### config.mk
export PLATFORM = sky130hd
export DESIGN_NAME = zif_cmd_engine_flat
export DESIGN_NICKNAME = d
export VERILOG_FILES = /design/src/rtl/zif_cmd_pkg.sv /design/src/rtl/zif_cmd_if.sv /design/src/rtl/zif_cmd_toggle_sync.sv /design/src/rtl/zif_cmd_engine.sv /design/src/flat_wrapper.sv
export SDC_FILE = /design/constraint.sdc
export NUM_CORES = 1
export LEC_CHECK = 0
export ABC_AREA = 1
export BUFFER_PORTS_ARGS = -buffer_cell sky130_fd_sc_hd__buf_2
export CAP_MARGIN = 20
export CORE_MARGIN = 5
export CORE_UTILIZATION = 50
export CTS_BUF_LIST = sky130_fd_sc_hd__clkbuf_8 sky130_fd_sc_hd__clkbuf_16
export CTS_CLUSTER_SIZE = 12
export DETAILED_ROUTE_END_ITERATION = 8
export GPL_TIMING_DRIVEN = 0
export PLACE_DENSITY = 0.84
export SYNTH_ARGS = -nofsm -noshare
export SYNTH_HDL_FRONTEND = slang
export SYNTH_HIERARCHICAL = 1
export SYNTH_SLANG_ARGS = --single-unit
export TNS_END_PERCENT = 50
### constraint.sdc
create_clock -name osc -period 3.3 [get_ports osc]
set_input_delay 0.33 -clock osc [delete_from_list [all_inputs] [get_ports osc]]
set_output_delay 0.33 -clock osc [all_outputs]
set_load 0.01 [all_outputs]
### src/rtl/zif_cmd_pkg.sv
// Shared definitions for the ZIF command engine: command codes, FSM states and
// elaboration-time delay arithmetic.
package zif_cmd_pkg;

    typedef enum logic [3:0] {
        CMD_NOP     = 4'd0,
        CMD_READ    = 4'd1,
        CMD_PROGRAM = 4'd2,
        CMD_VPP_ON  = 4'd3,
        CMD_VPP_OFF = 4'd4
    } cmd_e;

    typedef enum logic [2:0] {
        ST_IDLE,
        ST_SETUP,
        ST_STROBE,
        ST_SAMPLE,
        ST_RECOVER,
        ST_FINISH
    } state_e;

    localparam int DELAY_MAX = 65535;

    // Reload value for the 16-bit delay counter: the state then lasts osc_mhz*us cycles.
    function automatic logic [15:0] delay_cyc(input int osc_mhz, input int us);
        int prod;
        prod = osc_mhz * us;
        return 16'(prod - 1);
    endfunction

    function automatic bit delay_ok(input int osc_mhz, input int us);
        return (osc_mhz * us >= 1) && (osc_mhz * us <= DELAY_MAX);
    endfunction

endpackage

### src/rtl/zif_cmd_if.sv
// Host command handshake plus ZIF socket bus, seen from the host/socket (master)
// and from the engine (slave).
interface zif_cmd_if #(
    parameter int ADDR_W = 16
);
    logic              cmd_run_tgl;
    logic [3:0]        cmd_nr;
    logic [ADDR_W-1:0] cmd_addr;
    logic [7:0]        cmd_wdata;
    logic              cmd_fin_tgl;
    logic              busy;
    logic [7:0]        rdata;
    logic [ADDR_W-1:0] zif_addr;
    logic [7:0]        zif_dout;
    logic              zif_doe;
    logic [7:0]        zif_din;
    logic              zif_ce_n;
    logic              zif_oe_n;
    logic              zif_pgm_n;
    logic              zif_vpp_en;

    modport master (
        output cmd_run_tgl, cmd_nr, cmd_addr, cmd_wdata, zif_din,
        input  cmd_fin_tgl, busy, rdata, zif_addr, zif_dout, zif_doe,
               zif_ce_n, zif_oe_n, zif_pgm_n, zif_vpp_en
    );

    modport slave (
        input  cmd_run_tgl, cmd_nr, cmd_addr, cmd_wdata, zif_din,
        output cmd_fin_tgl, busy, rdata, zif_addr, zif_dout, zif_doe,
               zif_ce_n, zif_oe_n, zif_pgm_n, zif_vpp_en
    );
endinterface

### src/rtl/zif_cmd_toggle_sync.sv
// Two-flop synchroniser for a level/toggle signal crossing into the clk domain.
module toggle_sync (
    input  logic clk,
    input  logic rst,
    input  logic i_d,
    output logic o_q
);
    logic r_meta;
    logic r_sync;

    // NOTE: non-blocking assignments make the two flops a real shift chain; blocking would collapse it to one.
    always_ff @(posedge clk or posedge rst) begin
        if (rst) begin
            r_meta <= 1'b0;
            r_sync <= 1'b0;
        end else begin
            r_meta <= i_d;
            r_sync <= r_meta;
        end
    end

    assign o_q = r_sync;
endmodule

### src/rtl/zif_cmd_engine.sv
// Executes host commands as timed EPROM-style bus cycles on the ZIF socket,
// using a toggle handshake (run in, finish out) with the host side.
module zif_cmd_engine
    import zif_cmd_pkg::*;
#(
    parameter int OSC_MHZ       = 24,
    parameter int ADDR_W        = 16,
    parameter int ACC_CYCLES    = 12,
    parameter int PGM_US        = 100,
    parameter int VPP_SETTLE_US = 50
) (
    input  logic     osc,
    input  logic     rst,
    zif_cmd_if.slave bus
);
    localparam logic [15:0] ACC_DLY = delay_cyc(ACC_CYCLES, 1);
    localparam logic [15:0] PGM_DLY = delay_cyc(OSC_MHZ, PGM_US);
    localparam logic [15:0] VPP_DLY = delay_cyc(OSC_MHZ, VPP_SETTLE_US);

    if (!delay_ok(ACC_CYCLES, 1) || !delay_ok(OSC_MHZ, PGM_US) ||
        !delay_ok(OSC_MHZ, VPP_SETTLE_US)) begin : g_delay_range
        $error("zif_cmd_engine: delay parameters exceed the 16-bit counter");
    end

    state_e            r_state, w_state;
    logic [15:0]       r_delay, w_delay;
    logic [3:0]        r_cmd, w_cmd;
    logic [ADDR_W-1:0] r_addr, w_addr;
    logic [7:0]        r_wdata, w_wdata;
    logic              r_fin, w_fin;
    logic              r_busy, w_busy;
    logic [7:0]        r_rdata, w_rdata;
    logic [ADDR_W-1:0] r_zaddr, w_zaddr;
    logic [7:0]        r_zdout, w_zdout;
    logic              r_doe, w_doe;
    logic              r_ce_n, w_ce_n;
    logic              r_oe_n, w_oe_n;
    logic              r_pgm_n, w_pgm_n;
    logic              r_vpp, w_vpp;
    logic              w_req_s;
    logic              w_pending;

    toggle_sync u_run_sync (
        .clk (osc),
        .rst (rst),
        .i_d (bus.cmd_run_tgl),
        .o_q (w_req_s)
    );

    assign w_pending = (w_req_s != r_fin);

    always_ff @(posedge osc or posedge rst) begin
        if (rst) begin
            r_state <= ST_IDLE;
            r_delay <= '0;
            r_cmd   <= '0;
            r_addr  <= '0;
            r_wdata <= '0;
            r_fin   <= 1'b0;
            r_busy  <= 1'b0;
            r_rdata <= '0;
            r_zaddr <= '0;
            r_zdout <= '0;
            r_doe   <= 1'b0;
            r_ce_n  <= 1'b1;
            r_oe_n  <= 1'b1;
            r_pgm_n <= 1'b1;
            r_vpp   <= 1'b0;
        end else begin
            r_state <= w_state;
            r_delay <= w_delay;
            r_cmd   <= w_cmd;
            r_addr  <= w_addr;
            r_wdata <= w_wdata;
            r_fin   <= w_fin;
            r_busy  <= w_busy;
            r_rdata <= w_rdata;
            r_zaddr <= w_zaddr;
            r_zdout <= w_zdout;
            r_doe   <= w_doe;
            r_ce_n  <= w_ce_n;
            r_oe_n  <= w_oe_n;
            r_pgm_n <= w_pgm_n;
            r_vpp   <= w_vpp;
        end
    end

    always_comb begin
        // NOTE: every signal gets its hold value first so no path through the case can infer a latch.
        w_state = r_state;
        w_delay = r_delay;
        w_cmd   = r_cmd;
        w_addr  = r_addr;
        w_wdata = r_wdata;
        w_fin   = r_fin;
        w_busy  = r_busy;
        w_rdata = r_rdata;
        w_zaddr = r_zaddr;
        w_zdout = r_zdout;
        w_doe   = r_doe;
        w_ce_n  = r_ce_n;
        w_oe_n  = r_oe_n;
        w_pgm_n = r_pgm_n;
        w_vpp   = r_vpp;

        if (r_delay != 16'd0) begin
            w_delay = r_delay - 16'd1;
        end else begin
            unique case (r_state)
                ST_IDLE: begin
                    if (w_pending) begin
                        w_cmd   = bus.cmd_nr;
                        w_addr  = bus.cmd_addr;
                        w_wdata = bus.cmd_wdata;
                        w_busy  = 1'b1;
                        case (bus.cmd_nr)
                            CMD_READ, CMD_PROGRAM: w_state = ST_SETUP;
                            CMD_VPP_ON: begin
                                w_vpp   = 1'b1;
                                w_state = ST_RECOVER;
                            end
                            CMD_VPP_OFF: begin
                                w_vpp   = 1'b0;
                                w_state = ST_RECOVER;
                            end
                            default: w_state = ST_FINISH;
                        endcase
                    end
                end
                ST_SETUP: begin
                    w_zaddr = r_addr;
                    if (r_cmd == CMD_PROGRAM) begin
                        w_zdout = r_wdata;
                        w_doe   = 1'b1;
                    end
                    w_state = ST_STROBE;
                end
                ST_STROBE: begin
                    w_ce_n = 1'b0;
                    if (r_cmd == CMD_READ) begin
                        w_oe_n  = 1'b0;
                        w_delay = ACC_DLY;
                    end else begin
                        w_pgm_n = 1'b0;
                        w_delay = PGM_DLY;
                    end
                    w_state = ST_SAMPLE;
                end
                ST_SAMPLE: begin
                    if (r_cmd == CMD_READ) w_rdata = bus.zif_din;
                    w_ce_n  = 1'b1;
                    w_oe_n  = 1'b1;
                    w_pgm_n = 1'b1;
                    w_doe   = 1'b0;
                    w_state = ST_RECOVER;
                end
                ST_RECOVER: begin
                    if (r_cmd == CMD_VPP_ON || r_cmd == CMD_VPP_OFF) w_delay = VPP_DLY;
                    w_state = ST_FINISH;
                end
                ST_FINISH: begin
                    w_fin   = w_req_s;
                    w_busy  = 1'b0;
                    w_state = ST_IDLE;
                end
                default: w_state = ST_IDLE;
            endcase
        end
    end

    assign bus.cmd_fin_tgl = r_fin;
    assign bus.busy        = r_busy;
    assign bus.rdata       = r_rdata;
    assign bus.zif_addr    = r_zaddr;
    assign bus.zif_dout    = r_zdout;
    assign bus.zif_doe     = r_doe;
    assign bus.zif_ce_n    = r_ce_n;
    assign bus.zif_oe_n    = r_oe_n;
    assign bus.zif_pgm_n   = r_pgm_n;
    assign bus.zif_vpp_en  = r_vpp;
endmodule

### src/flat_wrapper.sv
// flat-port wrapper written by rule: the top's interface ports become plain ports
module zif_cmd_engine_flat import zif_cmd_pkg::*;
#(
    parameter int OSC_MHZ       = 24,
    parameter int ADDR_W        = 16,
    parameter int ACC_CYCLES    = 12,
    parameter int PGM_US        = 100,
    parameter int VPP_SETTLE_US = 50
)
  (osc, rst, bus_cmd_run_tgl, bus_cmd_nr, bus_cmd_addr, bus_cmd_wdata, bus_zif_din, bus_cmd_fin_tgl, bus_busy, bus_rdata, bus_zif_addr, bus_zif_dout, bus_zif_doe, bus_zif_ce_n, bus_zif_oe_n, bus_zif_pgm_n, bus_zif_vpp_en);
  zif_cmd_if #(.ADDR_W(ADDR_W)) bus_i ();
  input  logic osc;
  input  logic rst;
  input wire logic [$bits(bus_i.cmd_run_tgl)-1:0] bus_cmd_run_tgl;
  input wire logic [$bits(bus_i.cmd_nr)-1:0] bus_cmd_nr;
  input wire logic [$bits(bus_i.cmd_addr)-1:0] bus_cmd_addr;
  input wire logic [$bits(bus_i.cmd_wdata)-1:0] bus_cmd_wdata;
  input wire logic [$bits(bus_i.zif_din)-1:0] bus_zif_din;
  output wire logic [$bits(bus_i.cmd_fin_tgl)-1:0] bus_cmd_fin_tgl;
  output wire logic [$bits(bus_i.busy)-1:0] bus_busy;
  output wire logic [$bits(bus_i.rdata)-1:0] bus_rdata;
  output wire logic [$bits(bus_i.zif_addr)-1:0] bus_zif_addr;
  output wire logic [$bits(bus_i.zif_dout)-1:0] bus_zif_dout;
  output wire logic [$bits(bus_i.zif_doe)-1:0] bus_zif_doe;
  output wire logic [$bits(bus_i.zif_ce_n)-1:0] bus_zif_ce_n;
  output wire logic [$bits(bus_i.zif_oe_n)-1:0] bus_zif_oe_n;
  output wire logic [$bits(bus_i.zif_pgm_n)-1:0] bus_zif_pgm_n;
  output wire logic [$bits(bus_i.zif_vpp_en)-1:0] bus_zif_vpp_en;
  assign bus_i.cmd_run_tgl = bus_cmd_run_tgl;
  assign bus_i.cmd_nr = bus_cmd_nr;
  assign bus_i.cmd_addr = bus_cmd_addr;
  assign bus_i.cmd_wdata = bus_cmd_wdata;
  assign bus_i.zif_din = bus_zif_din;
  assign bus_cmd_fin_tgl = bus_i.cmd_fin_tgl;
  assign bus_busy = bus_i.busy;
  assign bus_rdata = bus_i.rdata;
  assign bus_zif_addr = bus_i.zif_addr;
  assign bus_zif_dout = bus_i.zif_dout;
  assign bus_zif_doe = bus_i.zif_doe;
  assign bus_zif_ce_n = bus_i.zif_ce_n;
  assign bus_zif_oe_n = bus_i.zif_oe_n;
  assign bus_zif_pgm_n = bus_i.zif_pgm_n;
  assign bus_zif_vpp_en = bus_i.zif_vpp_en;
  zif_cmd_engine #(.OSC_MHZ(OSC_MHZ), .ADDR_W(ADDR_W), .ACC_CYCLES(ACC_CYCLES), .PGM_US(PGM_US), .VPP_SETTLE_US(VPP_SETTLE_US)) u_core (.osc(osc), .rst(rst), .bus(bus_i));
endmodule
==> Flow_metrics.wiki <==
{| class="wikitable"
! Metric !! Value
|-
| Core footprint || 8220 um2
|-
| Combinational share of power || 30.9%
|-
| Share of synthesized area occupied by flip-flops and latches || 52.2%
|-
| Cell internal pwr || 2.04 mW
|-
| Syn nets || 561
|-
| Total global-route track usage || 21.0%
|-
| Final routed wire length divided by cell count || 14.1 um
|-
| Top-Level Pins || between 70 and 80
|-
| Residual overflow from global routing || 0
|-
| CTS clock-pin slew for the worst setup and hold paths || 90 ps
|-
| Number of antenna violations at the first check in global routing || 0
|-
| Per-cell via count in the routed design || 5.18
|-
| Layout Skew || 8.33 ps
|-
| GPL Wtd Cong || 0.874
|-
| Layout cells sized above 1 || between 20% and 30%
|-
| Final antenna diode count || 0
|-
| Number of violations of the max-capacitance limit || 0
|-
| Starting Density || a little over 50%
|-
| Average size of a mapped cell || 8.12 um2
|-
| Final worst path period need || 1910 ps
|-
| Total number of H-tree levels || 3
|-
| Total via count in the routed design || 3733
|-
| NumNets Final || approximately 650
|-
| Post-synth EDFFs || 0
|-
| Final core area utilization || between 60 and 70%
|-
| Clock tree root buffer cell || sky130_fd_sc_hd__clkbuf_8
|-
| Worst Path Arrival || 2150 ps
|-
| Count of antenna-violating nets left after detailed routing || 0
|-
| Number of fillers in the final layout || 732
|-
| Die height || 102 um
|-
| Synthesis-stage register bit count || 88
|-
| Post-Syn Area || 4230 um2
|-
| Setup Total Neg Slack || 0 ps
|-
| TritonCTS clock tree || done
|-
| Clock share of power || 25.1%
|-
| Number of rows in the core area || 33
|-
| Clock sink count || 88
|-
| Synthesis-to-finish area growth || 18.4%
|-
| Kind of critical path || reg2reg
|-
| Highest ir drop seen on vdd || 0.394 mV
|-
| Number of buffers inserted to repair setup after CTS || 0
|-
| Die width || 102 um
|-
| Number of buffers created by CTS || 9
|-
| Wire length after detailed routing || approximately 10000 um
|-
| Worst setup EP type || register
|-
| Largest fanout of any net on the critical path || 10
|-
| Run status || finished, final reports clean
|-
| Peak Freq || between 500 and 600 MHz
|-
| Worst slew margin relative to its limit || 69.9%
|-
| Tightest Pin Transition || roughly 450 ps
|-
| Standby leakage power || 2.78 nW
|-
| Clock tree buffer depth || 2
|-
| Clock latency reported for the late side of the worst-skew pair || 360 ps
|-
| Global-route wire length before repair || 17200 um
|-
| DRC violation total after the first TritonRoute iteration || 185
|-
| Post-cts sizing count || 0
|-
| RSZ-0062 raised after global routing || no
|-
| Switching part of the total || 37.9%
|-
| Async S/R FF share, synth || between 90% and 100%
|-
| Number of iterations in the first detailed-routing pass || 5
|-
| Power density over the cells || 657 nW/um2
|-
| Max-slew violation count || 0
|-
| Via count of the first global-routing pass || 3670
|-
| Distinct cell type count after synthesis || 31
|-
| Die Outline Area || between 10000 and 15000 um2
|-
| Count of final setup violators || 0
|-
| Count of input and output buffers || 77
|-
| Worst hold path class || in2reg
|-
| CP required || 3540 ps
|-
| Number of synthesis warnings || 6
|-
| Hold Fails Final Rpt || 0
|-
| Worst Setup Start Kind || register
|-
| Estimated wirelength of the detail-placed design || 7450 um
|-
| Net load switching power || roughly 1.2 mW
|-
| Synthesized instance count || 521
|-
| CTS Hold Bufs || 1
|-
| Share of the cycle needed by the critical path after routing || between 50% and 60%
|-
| DRC violation count after routing || 0
|-
| Primary flip-flop cell chosen by synthesis mapping || sky130_fd_sc_hd__dfrtp_1
|-
| Maximum number of pins on one net before global-route repair || 73
|-
| Power share of the sequential group || 44.0%
|}
-- routing by layer --
metal	up-vias	global-route usage [%]	share of wire (%)
li1	1832	-	-
met1	1765	27.3	42
met2	117	35.6	50
met3	19	3.75	6.2
met4	0	6.76	1.7
met5	-	0	0
-- power by group through the flow --
stage	Clock, mW	Sequential, mW	Combinational, mW
floorplan	0	1.44	0.770
global placement	0	1.46	0.971
detailed placement	0	1.46	1.01
CTS	0.833	1.44	1.02
global route	0.889	1.47	1.16
finish	0.826	1.45	1.02
-- registers in the layout, summed over array words and instances, names as in the netlist, 3 cells and up --
name,flops
u_core/r_delay,16
u_core/r_state,3
u_core/bus.zif_dout,8
u_core/r_addr,16
u_core/r_cmd,4
u_core/bus.zif_addr,16
u_core/bus.rdata,8
u_core/r_wdata,8
-- through the flow --
| stage | std cells | hold slack, ps | area [um2] | setup slack, ps | power (mW) |
|---|---|---|---|---|---|
| CTS | 721 | 68.5 | 5010 | 1400 | 3.30 |
| finish | 721 | 80.2 | 5010 | 1390 | 3.29 |
| global placement | 703 | 189 | 4750 | -200 | 2.43 |
| floorplan | 521 | 71.2 | 4230 | 753 | 2.21 |
| global route | 721 | 69.7 | 5010 | 1210 | 3.52 |
| detailed placement | 704 | 216 | 4780 | 1420 | 2.48 |
-- area by class of cell --
cell class	count	area [um2]	share of cell area, %
timing repair buffer	79	423	8.45
multi-input combinational	377	1770	35.4
clock inverter	7	96.3	1.92
tap	105	131	2.62
sequential	88	2210	44.1
clock buffer	9	124	2.47
buffer	13	87.6	1.75
inverter	43	165	3.30
-- final timing paths --
path | start | endpoint | slack (ps) | cells after the start
hold reg to reg | u_core/u_run_sync/r_meta | u_core/u_run_sync/o_q | 370 | 0
max in group asynchronous | rst | u_core/bus.zif_addr[11] | 2230 | 4
min in group asynchronous | rst | u_core/u_run_sync/r_meta | 390 | 3
hold / removal | bus_cmd_run_tgl | u_core/u_run_sync/r_meta | 80 | 1
setup / recovery | u_core/r_delay[0] | u_core/r_cmd[3] | 1390 | 8
setup reg to reg | u_core/r_delay[0] | u_core/r_cmd[3] | 1390 | 8
-- worst max-delay path, cell delays in order, from the launching register on --
cell	delay [ps]
sky130_fd_sc_hd__dfrtp_1	390
sky130_fd_sc_hd__inv_1	100
sky130_fd_sc_hd__ha_1	280
sky130_fd_sc_hd__nand3_1	250
sky130_fd_sc_hd__inv_1	210
sky130_fd_sc_hd__nand3_2	170
sky130_fd_sc_hd__buf_2	250
sky130_fd_sc_hd__nand2_1	80
sky130_fd_sc_hd__o21ai_1	60
-- synthesized netlist by cell type, drive strengths merged (2+ instances only) --
master  number  area (um2)
a21oi        5        25.0
nor3         3        15.0
inv         41         154
o21ai       28         140
nor2        52         299
dfstp        3        78.8
xor2         5        43.8
dfrtp       85        2130
clkinv       2        8.75
buf         12        83.8
nand4       10        68.8
nand3       60         310
xnor2        3        26.3
nand2      208         817
-- kinds of logic after synthesis --
group | Yosys count | synth area share, %
buffers and inverters | 56 | 5.92
XOR/XNOR | 8 | 1.66
AND/OR/NAND/NOR | 334 | 35.9
flip-flops | 88 | 52.2
adder cells (fa/ha/maj) | 1 | 0.296
AO/OA/AOI/OAI | 34 | 4.08
-- cell usage in the layout, fill, tap and decap left out, types with 3 or more instances in the layout --
cell type / instances
sky130_fd_sc_hd__nand2_2: 5
sky130_fd_sc_hd__nand2_1: 201
sky130_fd_sc_hd__nor2_2: 7
sky130_fd_sc_hd__xnor2_1: 3
sky130_fd_sc_hd__nand3_1: 58
sky130_fd_sc_hd__o21ai_1: 15
sky130_fd_sc_hd__dfstp_2: 3
sky130_fd_sc_hd__clkbuf_8: 9
sky130_fd_sc_hd__buf_6: 3
sky130_fd_sc_hd__nor2_4: 5
sky130_fd_sc_hd__xor2_1: 5
sky130_fd_sc_hd__dfrtp_1: 85
sky130_fd_sc_hd__nor2_1: 37
sky130_fd_sc_hd__a21oi_1: 5
sky130_fd_sc_hd__buf_2: 84
sky130_fd_sc_hd__inv_1: 37
sky130_fd_sc_hd__nor2_8: 3
sky130_fd_sc_hd__nor3_1: 3
sky130_fd_sc_hd__nand4_1: 9
sky130_fd_sc_hd__inv_2: 4
sky130_fd_sc_hd__o21ai_0: 13
(Power assumes the default switching activity.)
